`src/rtl/mem_scan_feeder.sv`:
```
// mem_scan_feeder
//   Sweeps a window of ROM or RAM words through a req/ack read port and
//   presents each word as a stable {relative address, data} pair on the
//   debug display's MEM_Addr/MEM_Data snoop port for a programmable hold.
//
// Ports:
//   clk, rst          clock / asynchronous active-high reset
//   en                sweep enable (level)
//   sel               0 = ROM window, 1 = RAM window
//   mem_req/mem_addr  read request (held until ack or timeout), byte address
//   mem_ack/mem_rdata read complete, data valid in the ack cycle
//   MEM_Addr/MEM_Data presented relative byte address / data
//   upd               one-cycle pulse when the presented pair changes
//   sweep_done        one-cycle pulse after the last word of a window
module mem_scan_feeder #(
    parameter int          WORDS    = 128,
    parameter logic [31:0] ROM_BASE = 32'h0000_0000,
    parameter logic [31:0] RAM_BASE = 32'h0000_0000,
    parameter int          TIMEOUT  = 16,
    parameter int          HOLD_CYC = 4
) (
    input  logic        clk,
    input  logic        rst,
    input  logic        en,
    input  logic        sel,
    output logic        mem_req,
    output logic [31:0] mem_addr,
    input  logic        mem_ack,
    input  logic [31:0] mem_rdata,
    output logic [31:0] MEM_Addr,
    output logic [31:0] MEM_Data,
    output logic        upd,
    output logic        sweep_done
);

    localparam int IW = $clog2(WORDS);
    localparam int TW = $clog2(TIMEOUT + 1);
    localparam int HW = $clog2(HOLD_CYC + 1);

    localparam logic [IW-1:0] IDX_LAST  = IW'(WORDS - 1);
    localparam logic [TW-1:0] TMO_LAST  = TW'(TIMEOUT - 1);
    localparam logic [TW-1:0] TMO_MAX   = TW'(TIMEOUT);
    localparam logic [HW-1:0] HOLD_LAST = HW'(HOLD_CYC);
    localparam logic [31:0]   DEAD_DATA = 32'hDEAD_BEEF;

    typedef enum logic [1:0] {IDLE, ISSUE, PRESENT, HOLD} state_t;

    state_t        state, state_d;
    logic [IW-1:0] idx, idx_d;
    logic          cur_sel, cur_sel_d;
    logic [TW-1:0] tmo, tmo_d;
    logic [HW-1:0] hold, hold_d;
    logic [31:0]   data_q, data_d;
    logic          mem_req_d;
    logic [31:0]   mem_addr_d;
    logic [31:0]   mem_addr_out_d, mem_data_out_d;
    logic          upd_d, sweep_done_d;

    // Absolute byte address of word i in the selected window (mod 2^32).
    function automatic logic [31:0] word_addr(input logic s, input logic [IW-1:0] i);
        logic [31:0] off;
        off = 32'(i) << 2;
        return (s ? RAM_BASE : ROM_BASE) + off;
    endfunction

    always_ff @(posedge clk or posedge rst) begin
        if (rst) begin
            state      <= IDLE;
            idx        <= '0;
            cur_sel    <= 1'b0;
            tmo        <= '0;
            hold       <= '0;
            data_q     <= '0;
            mem_req    <= 1'b0;
            mem_addr   <= '0;
            MEM_Addr   <= '0;
            MEM_Data   <= '0;
            upd        <= 1'b0;
            sweep_done <= 1'b0;
        end else begin
            state      <= state_d;
            idx        <= idx_d;
            cur_sel    <= cur_sel_d;
            tmo        <= tmo_d;
            hold       <= hold_d;
            data_q     <= data_d;
            mem_req    <= mem_req_d;
            mem_addr   <= mem_addr_d;
            MEM_Addr   <= mem_addr_out_d;
            MEM_Data   <= mem_data_out_d;
            upd        <= upd_d;
            sweep_done <= sweep_done_d;
        end
    end

    always_comb begin
        state_d        = state;
        idx_d          = idx;
        cur_sel_d      = cur_sel;
        tmo_d          = tmo;
        hold_d         = hold;
        data_d         = data_q;
        mem_req_d      = mem_req;
        mem_addr_d     = mem_addr;
        mem_addr_out_d = MEM_Addr;
        mem_data_out_d = MEM_Data;
        upd_d          = 1'b0;
        sweep_done_d   = 1'b0;

        case (state)
            IDLE: begin
                if (en) begin
                    cur_sel_d  = sel;
                    idx_d      = '0;
                    tmo_d      = '0;
                    mem_req_d  = 1'b1;
                    mem_addr_d = word_addr(sel, '0);
                    state_d    = ISSUE;
                end
            end

            // Request stays up regardless of en/sel until ack or timeout.
            ISSUE: begin
                if (mem_ack) begin
                    data_d    = mem_rdata;
                    mem_req_d = 1'b0;
                    state_d   = PRESENT;
                end else if (tmo == TMO_LAST) begin
                    data_d    = DEAD_DATA;
                    mem_req_d = 1'b0;
                    state_d   = PRESENT;
                end else if (tmo != TMO_MAX) begin
                    tmo_d = tmo + 1'b1;
                end
            end

            // Relative address uses the idx of the in-flight word, even if
            // sel has moved since the request went out.
            PRESENT: begin
                mem_addr_out_d = 32'(idx) << 2;
                mem_data_out_d = data_q;
                upd_d          = 1'b1;
                hold_d         = HW'(1);
                state_d        = HOLD;
            end

            HOLD: begin
                if (hold == HOLD_LAST) begin
                    tmo_d = '0;
                    if (!en) begin
                        idx_d   = '0;
                        state_d = IDLE;
                    end else begin
                        if (sel != cur_sel) begin
                            cur_sel_d = sel;
                            idx_d     = '0;
                        end else if (idx == IDX_LAST) begin
                            sweep_done_d = 1'b1;
                            idx_d        = '0;
                        end else begin
                            idx_d = idx + 1'b1;
                        end
                        mem_req_d  = 1'b1;
                        mem_addr_d = word_addr(cur_sel_d, idx_d);
                        state_d    = ISSUE;
                    end
                end else begin
                    hold_d = hold + 1'b1;
                end
            end

            default: state_d = IDLE;
        endcase
    end

endmodule

```
`config.mk`:
```
export PLATFORM = sky130hd
export DESIGN_NAME = mem_scan_feeder
export DESIGN_NICKNAME = d
export VERILOG_FILES = /design/src/rtl/mem_scan_feeder.sv
export SDC_FILE = /design/constraint.sdc
export NUM_CORES = 1
export LEC_CHECK = 0
export ABC_AREA = 1
export CAP_MARGIN = 25
export CORE_ASPECT_RATIO = 1.2
export CORE_MARGIN = 5
export CORE_UTILIZATION = 51
export DETAILED_ROUTE_END_ITERATION = 10
export HOLD_SLACK_MARGIN = 0.05
export PLACE_DENSITY = 0.9
export SLEW_MARGIN = 20
export SYNTH_ARGS = -nofsm -noshare
export SYNTH_HDL_FRONTEND = slang
export SYNTH_SLANG_ARGS = --single-unit
```
`constraint.sdc`:
```
create_clock -name clk -period 5.9 [get_ports clk]
set_clock_uncertainty 0.05 [all_clocks]
set_input_delay 1.18 -clock clk [delete_from_list [all_inputs] [get_ports clk]]
set_output_delay 1.18 -clock clk [all_outputs]
set_load 0.005 [all_outputs]
```
== Yosys cells after proc, flatten, opt, wreduce, memory -nomap -nowiden ==
Cells that the tools add are included.

* Flip-flop bits (word level): 124
* Logic and storage cells: 87

* Add/subtract/negate cells: 3
* Eq/ne operators: 17
* Mux-type cells: 42
* Reductions and logical operators: 13

{| class="wikitable"
|+ Operators by type and width
! operator !! count
|-
| $mux W32 || 5
|-
| $pmux W32 S2 || 1
|-
| $mux W7 || 5
|-
| $mux W5 || 5
|-
| $ne A2 B2 Y1 const B || 8
|-
| $mux W1 || 15
|-
| $pmux W5 S3 || 1
|-
| $pmux W7 S2 || 1
|-
| $reduce_and A3 Y1 || 3
|-
| $mux W2 || 4
|-
| $pmux W2 S4 || 1
|-
| $add A7 B1 Y7 const B || 1
|-
| $eq A7 B7 Y1 const B || 1
|-
| $pmux W3 S2 || 1
|-
| $reduce_and A6 Y1 || 1
|-
| $reduce_bool A2 Y1 || 3
|-
| $add A5 B1 Y5 const B || 1
|-
| $eq A5 B4 Y1 const B || 1
|-
| $ne A5 B5 Y1 const B || 1
|-
| $reduce_and A5 Y1 || 1
|-
| $eq A2 B2 Y1 const B || 2
|-
| $reduce_and A2 Y1 || 2
|-
| $reduce_and A4 Y1 || 1
|-
| $add A3 B1 Y3 const B || 1
|-
| 9 further kinds || 9
|}

== Longest topological paths before layout ==
Gate-level depths: netlist of the first run.

* Depth in word-level cells: 6
* Mapped depth: 12

== Worst setup path after synthesis of the first run ==
Ideal clock, no wire load.

* Path kind: input port to flip-flop
* Start point: in mem_ack
* End point: reg tmo[0]
* Library setup time: 0.118 ns
* Arrival time: 1.844 ns
* Setup slack: 3.887 ns
* Stages: 8
* Path through: inv_1 nand2_1 nand2_1 nand2_1 nor2_4 nand2_4 nand2_1 nand2_1

* Longest elaborated chain between the ends: 2

{| class="wikitable"
|+ Ends and longest elaborated chain
! element !! line !! text
|-
| start, declared || 28 || <nowiki>input logic mem_ack,</nowiki>
|-
| $ne A2 B2 Y1 (no source line) || - ||
|-
| $reduce_and A6 Y1 (no source line) || - ||
|-
| end signal, assigned || 84 || <nowiki>tmo <= tmo_d;</nowiki>
|-
| end, declared || 51 || <nowiki>logic [TW-1:0] tmo, tmo_d;</nowiki>
|}

Every way passes these cells.
A chain may end at the register's enable or synchronous reset.

== Worst setup path after layout of the first run ==
* Start point: in mem_ack
* End point: reg data_q[8]

* Longest elaborated chain between the ends: 2
* Elaborated cells between the ends (all ways): 3
* Classes of those cells: mux: 1; reduce/logical: 2

{| class="wikitable"
|+ Ends and longest elaborated chain
! element !! line !! text
|-
| $reduce_bool A2 Y1 (no source line) || - ||
|-
| $reduce_and A2 Y1 (no source line) || - ||
|-
| end signal, assigned || 86 || <nowiki>data_q <= data_d;</nowiki>
|-
| end, declared || 53 || <nowiki>logic [31:0] data_q, data_d;</nowiki>
|}

Several ways; a longest one is shown, not always the timed one.

==> flow_summary.toml, run 1 <==
[critical_path]
startpoint = "mem_ack"
crit_fanout = 25
r2r_setup_slack_ps = 3350
worstSetupPathType = "primary input to register"
cp.arrival_ps = 2870
reg2reg_to = "MEM_Data[20]"
slowest_stage = "nand2_1"
cp_cell_sequence = "clkdlybuf4s50_1 > nand2_1 > inv_1 > a22o_1"
cp_top_family = "buffers and inverters"
critPathBufInv = 2
worstSetupStartpointType = "primary input"
critical-path-max-stage-delay_ps = 630
r2r_cells = 6
r2r-start = "state[0]"
worstPathRequired_ps = 6100
crit_path_end_kind = "register"

[cells_and_area]
final_nets = 622
drive_gt1_frac = 0.0398
final_util = 0.633
area_delta_synth_final_pct = 21.3
antenna_cells = 0
final_common_cell = "nand2_1"
finalNonFillerCells = 695
layout_common_cells = "nand2_1, dfrtp_1, clkdlybuf4s50_1, conb_1, inv_1"

[min_path]
whs_path_depth = 2
hp-class = "register to register"
min_to = "MEM_Data[9]"
hold_start = "MEM_Data[9]"

[clock_tree]
numCtsBuffers = 9
clock_path_buffers = 2
cts-root-buf = "clkbuf_8"
hold_buffers = 0
cts.sinks = 99
postCtsSetupRepairBufs = 0
cts_resized = 0
path_clk_slew_ps = 90
clkLatencyLatePin_ps = 350
tritoncts = "yes"
htreeDepth = 3

[sta]
holdWs_ps = 431
setup_violations = 0
worst_slew_pin_slew_ps = 843
hold_viol = 0
fin_ws_ps = 3230
setup_tns_ps = 0
maxSlewHeadroom = 0.438
finalCritPeriodShare = 0.453
max_freq_mhz = 375
slew_violations = 0
finalCriticalPeriod_ps = 2670
rsz0062_at_grt = "false"

[placed_design]
dp.cells = 679
io_buffers = 85
gp_congestion = 0.788
place_ws_ps = 2850
place_hpwl_um = 6980

[drt]
viasPerCell = 4.75
antenna_left = 0
drt-initial-drc-count = 198
drt_wl_total_um = 9490
drc = 0
avgRoutedWirePerCell_um = 13.7
vias = 3304
drt_first_pass_iters = 4

[status]
status = "completed"

[logic_synthesis]
yosysSeqAreaShare = 0.554
syn_area_sq_um = 4470
syn-instance-count = 489
synth_flop_cell = "dfrtp_1"
avgSynthCellArea_sq_um = 9.14
ys_seq_elements = 99
synth_edf_count = 0
yosysWarnings = 0
ys_types = 28
synthArstFlopShare = 1.00

[power]
internal_power_mw = 1.56
pwr-share-seq = 0.440
p_clk_frac = 0.179
p_switching_mw = 0.854
switching_share = 0.354
pwr-share-comb = 0.382
powerDensity_nw_per_um2 = 445
leakagePower_nw = 2.75
vdd_drop_max_mv = 0.180

[floorplanning]
die_width_um = 95.4
num_rows = 37
initial_core_util = 0.522
core_sq_um = 8560
dieArea_sq_um = 10700
die_h_um = 113
io_pins = 136

[global_route]
grt_start_max_net_pins = 55
grt_pass1_vias = 3146
grt_first_pass_wirelength_um = 15100
grt.total_usage = 0.179
grt_overflow = 0
antenna_found_initial = 0

[flow_run]
cap_violations = 0
==> power by group through the flow <==
stage	registers (mW)	clock network, mW	logic [mW]
after floorplan	1.06	0	0.557
after global placement	1.06	0	0.878
after detailed placement	1.07	0	0.932
after CTS	1.06	0.434	0.933
after global routing	1.09	0.466	1.04
final	1.06	0.431	0.920
==> metrics by stage <==
| step | instance area, sq um | power [mW] |
|---|---|---|
| after global placement | 5230 | 1.94 |
| final | 5420 | 2.41 |
| after floorplan | 4650 | 1.61 |
| after detailed placement | 5230 | 2.00 |
| after CTS | 5420 | 2.43 |
| after global routing | 5420 | 2.60 |
==> sequential cells by signal, summed over array words and instances, names as in the netlist, 2 cells and up <==
name	flops
mem_addr	7
data_q	32
MEM_Data	32
state	2
MEM_Addr	7
idx	7
hold	3
tmo	5
==> cell families (layout without fill, tap and decap cells) <==
group / after synthesis / in the layout / share of synthesized area
AO/OA/AOI/OAI: 65 / 65 / 0.0871
XOR/XNOR: 4 / 4 / 0.00784
adder cells (fa/ha/maj): 12 / 12 / 0.0336
buffers and inverters: 110 / 150 / 0.138
flip-flops: 99 / 99 / 0.554
other: 1 / 50 / 0.000839
AND/OR/NAND/NOR: 198 / 198 / 0.178
==> how the worst max path moves through the flow <==
stage	to	cells past startpoint
floorplan	MEM_Addr[2]	1
global placement	data_q[4]	4
detailed placement	data_q[14]	4
CTS	data_q[4]	4
global route	MEM_Data[22]	5
finish	data_q[8]	4
==> area by class of cell <==
type,count,area [sq um]
fill,675,3140
sequential,99,2480
multi-input combinational,329,1560
timing repair buffer,87,866
inverter,47,179
tap,117,146
clock buffer,10,128
clock inverter,6,66.3
==> worst min-delay path, delay by kind of cell, from the launching register on <==
kind             cells  cell delay (ps)
and+or+nand+nor      2              100
DFF                  1              350
==> per-layer routing <==
layer	GRT usage	vias to the layer above	routed length, um
met1	0.233	1563	3960
met3	0.0422	19	680
met2	0.291	126	4680
met4	0.0645	0	178
met5	0	-	0
li1	-	1596	-
==> Yosys cell counts, types with 2 or more instances <==
master / n / area share
buf_2: 6 / 0.0067
nand2_1: 152 / 0.13
nand4_1: 2 / 0.0028
xnor2_1: 2 / 0.0039
o21ai_0: 34 / 0.038
a22o_1: 3 / 0.0059
buf_4: 52 / 0.087
or2_1: 2 / 0.0028
ha_1: 12 / 0.034
o22a_1: 13 / 0.025
nor2_1: 25 / 0.021
xor2_1: 2 / 0.0039
inv_1: 46 / 0.039
a21oi_1: 13 / 0.015
dfrtp_1: 99 / 0.55
nand3b_1: 2 / 0.0034
clkbuf_1: 5 / 0.0042
nand3_1: 9 / 0.010
No activity file was read; power rests on OpenSTA's default activity.
==> run 2: changes to the inputs <==
Settings changed: CORE_UTILIZATION 51 to 42, PLACE_DENSITY 0.9 to 0.8.
Clock period 5.9 ns to 2.2 ns, I/O delays scaled along.
==> flow_summary.toml, run 2 (synthesized netlist as in run 1, its figures left out) <==
[power]
p_clk_frac = 0.222
power_mw = 6.92
internal_power_mw = 4.60
p_switching_mw = 2.33
pwr-share-comb = 0.368
switching_share = 0.336
pwr-share-seq = 0.410
vdd_drop_max_mv = 0.568
leakagePower_nw = 2.82
powerDensity_nw_per_um2 = 1230

[drt]
avgRoutedWirePerCell_um = 13.5
drt-initial-drc-count = 130
antenna_left = 0
drt_first_pass_iters = 4
vias = 3288
drc = 0
viasPerCell = 4.61
drt_wl_total_um = 9600

[sta]
holdWs_ps = 353
finalCriticalPeriod_ps = 1930
hold_viol = 0
max_freq_mhz = 518
rsz0062_at_grt = "false"
finalCritPeriodShare = 0.878
maxSlewHeadroom = 0.624
slew_violations = 0
setup_tns_ps = 0
setup_violations = 0
worst_slew_pin_slew_ps = 565

[floorplanning]
dieArea_sq_um = 12800
die_width_um = 104
num_rows = 41
core_sq_um = 10500
initial_core_util = 0.427
die_h_um = 123
io_pins = 136

[cells_and_area]
final_common_cell = "nand2_1"
area_delta_synth_final_pct = 25.5
antenna_cells = 0
top_regs = "MEM_Data x32, data_q x32"
layout_common_cells = "nand2_1, dfrtp_1, clkdlybuf4s50_1, conb_1, inv_1"
final_util = 0.536
drive_gt1_frac = 0.0497
final_nets = 628

[clock_tree]
numCtsBuffers = 9
cts.sinks = 99
postCtsSetupRepairBufs = 0
hold_buffers = 0
cts-root-buf = "clkbuf_16"
tritoncts = "yes"
clock_path_buffers = 2
cts_resized = 0
htreeDepth = 3
path_clk_slew_ps = 70
clkLatencyLatePin_ps = 330

[global_route]
grt_pass1_vias = 3302
grt_overflow = 0
grt_start_max_net_pins = 60
antenna_found_initial = 0
grt_first_pass_wirelength_um = 16000
grt.total_usage = 0.153

[min_path]
hp-class = "primary input to async pin"

[placed_design]
place_hpwl_um = 7220
gp_congestion = 0.819
io_buffers = 85

[status]
status = "completed"

[critical_path]
cp.arrival_ps = 2110
cp_cell_sequence = "ha_1 > nand2_1 > nor2_1 > ha_1 > inv_1 > nand2_1 > nand2_1 > nand2_1 > nor2_4 > nand2_4 > nand2_1 > nand2_1"
reg2reg_to = "tmo[2]"
r2r_setup_slack_ps = 270
crit_top_cell = "nand2_1"
crit_fanout = 6
crit_path_end_kind = "register"
worstSetupPathType = "register to register"
critical-path-max-stage-delay_ps = 420
slowest_stage = "dfrtp_1"
worstPathRequired_ps = 2370
r2r-start = "tmo[0]"
worstSetupStartpointType = "register"
r2r_cells = 12

[flow_run]
cap_violations = 0
==> run 2: metal layers <==
metal | up-vias | global-route usage | share of wire
met2 | 105 | 0.267 | 0.50
met3 | 12 | 0.0418 | 0.062
met5 | - | 0 | 0
li1 | 1608 | - | -
met4 | 0 | 0.0494 | 0.013
met1 | 1563 | 0.185 | 0.42
==> run 2: cell type report <==
class                      instances  area, sq um
multi-input combinational        329         1560
sequential                        99         2480
fill                             945         4860
clock inverter                     5         52.6
clock buffer                      11          243
tap                              129          161
inverter                          47          180
timing repair buffer              93          936
==> run 2: power groups by stage <==
stage / logic [mW] / clock network (mW) / registers, mW
after floorplan: 1.50 / 0 / 2.83
after global placement: 2.45 / 0 / 2.83
after detailed placement: 2.58 / 0 / 2.87
after CTS: 2.59 / 1.58 / 2.84
after global routing: 2.89 / 1.66 / 2.91
final: 2.55 / 1.54 / 2.84
==> run 2: worst max-delay path: cells and delay by family, from the launching register on <==
| kind | cells | cell delay, ps |
|---|---|---|
| and+or+nand+nor | 9 | 890 |
| DFF | 1 | 420 |
| adders and majority gates | 2 | 410 |
| buffers and inverters | 1 | 60 |
==> run 2: through the flow <==
step	cells	worst slack, ps	cell area [sq um]
after floorplan	538	477	4660
after global placement	697	384	5310
after detailed placement	697	313	5310
after CTS	713	292	5610
after global routing	713	87.9	5610
final	713	269	5610
==> run 2: worst max-delay path by stage <==
stage,start,endpoint,slack [ps],cells after the start
after global routing,tmo[0],tmo[0],90,12
after floorplan,tmo[0],tmo[0],480,12
after detailed placement,tmo[0],tmo[1],310,12
after global placement,en,mem_addr[8],380,7
after CTS,tmo[0],tmo[1],290,12
final,tmo[0],tmo[2],270,12
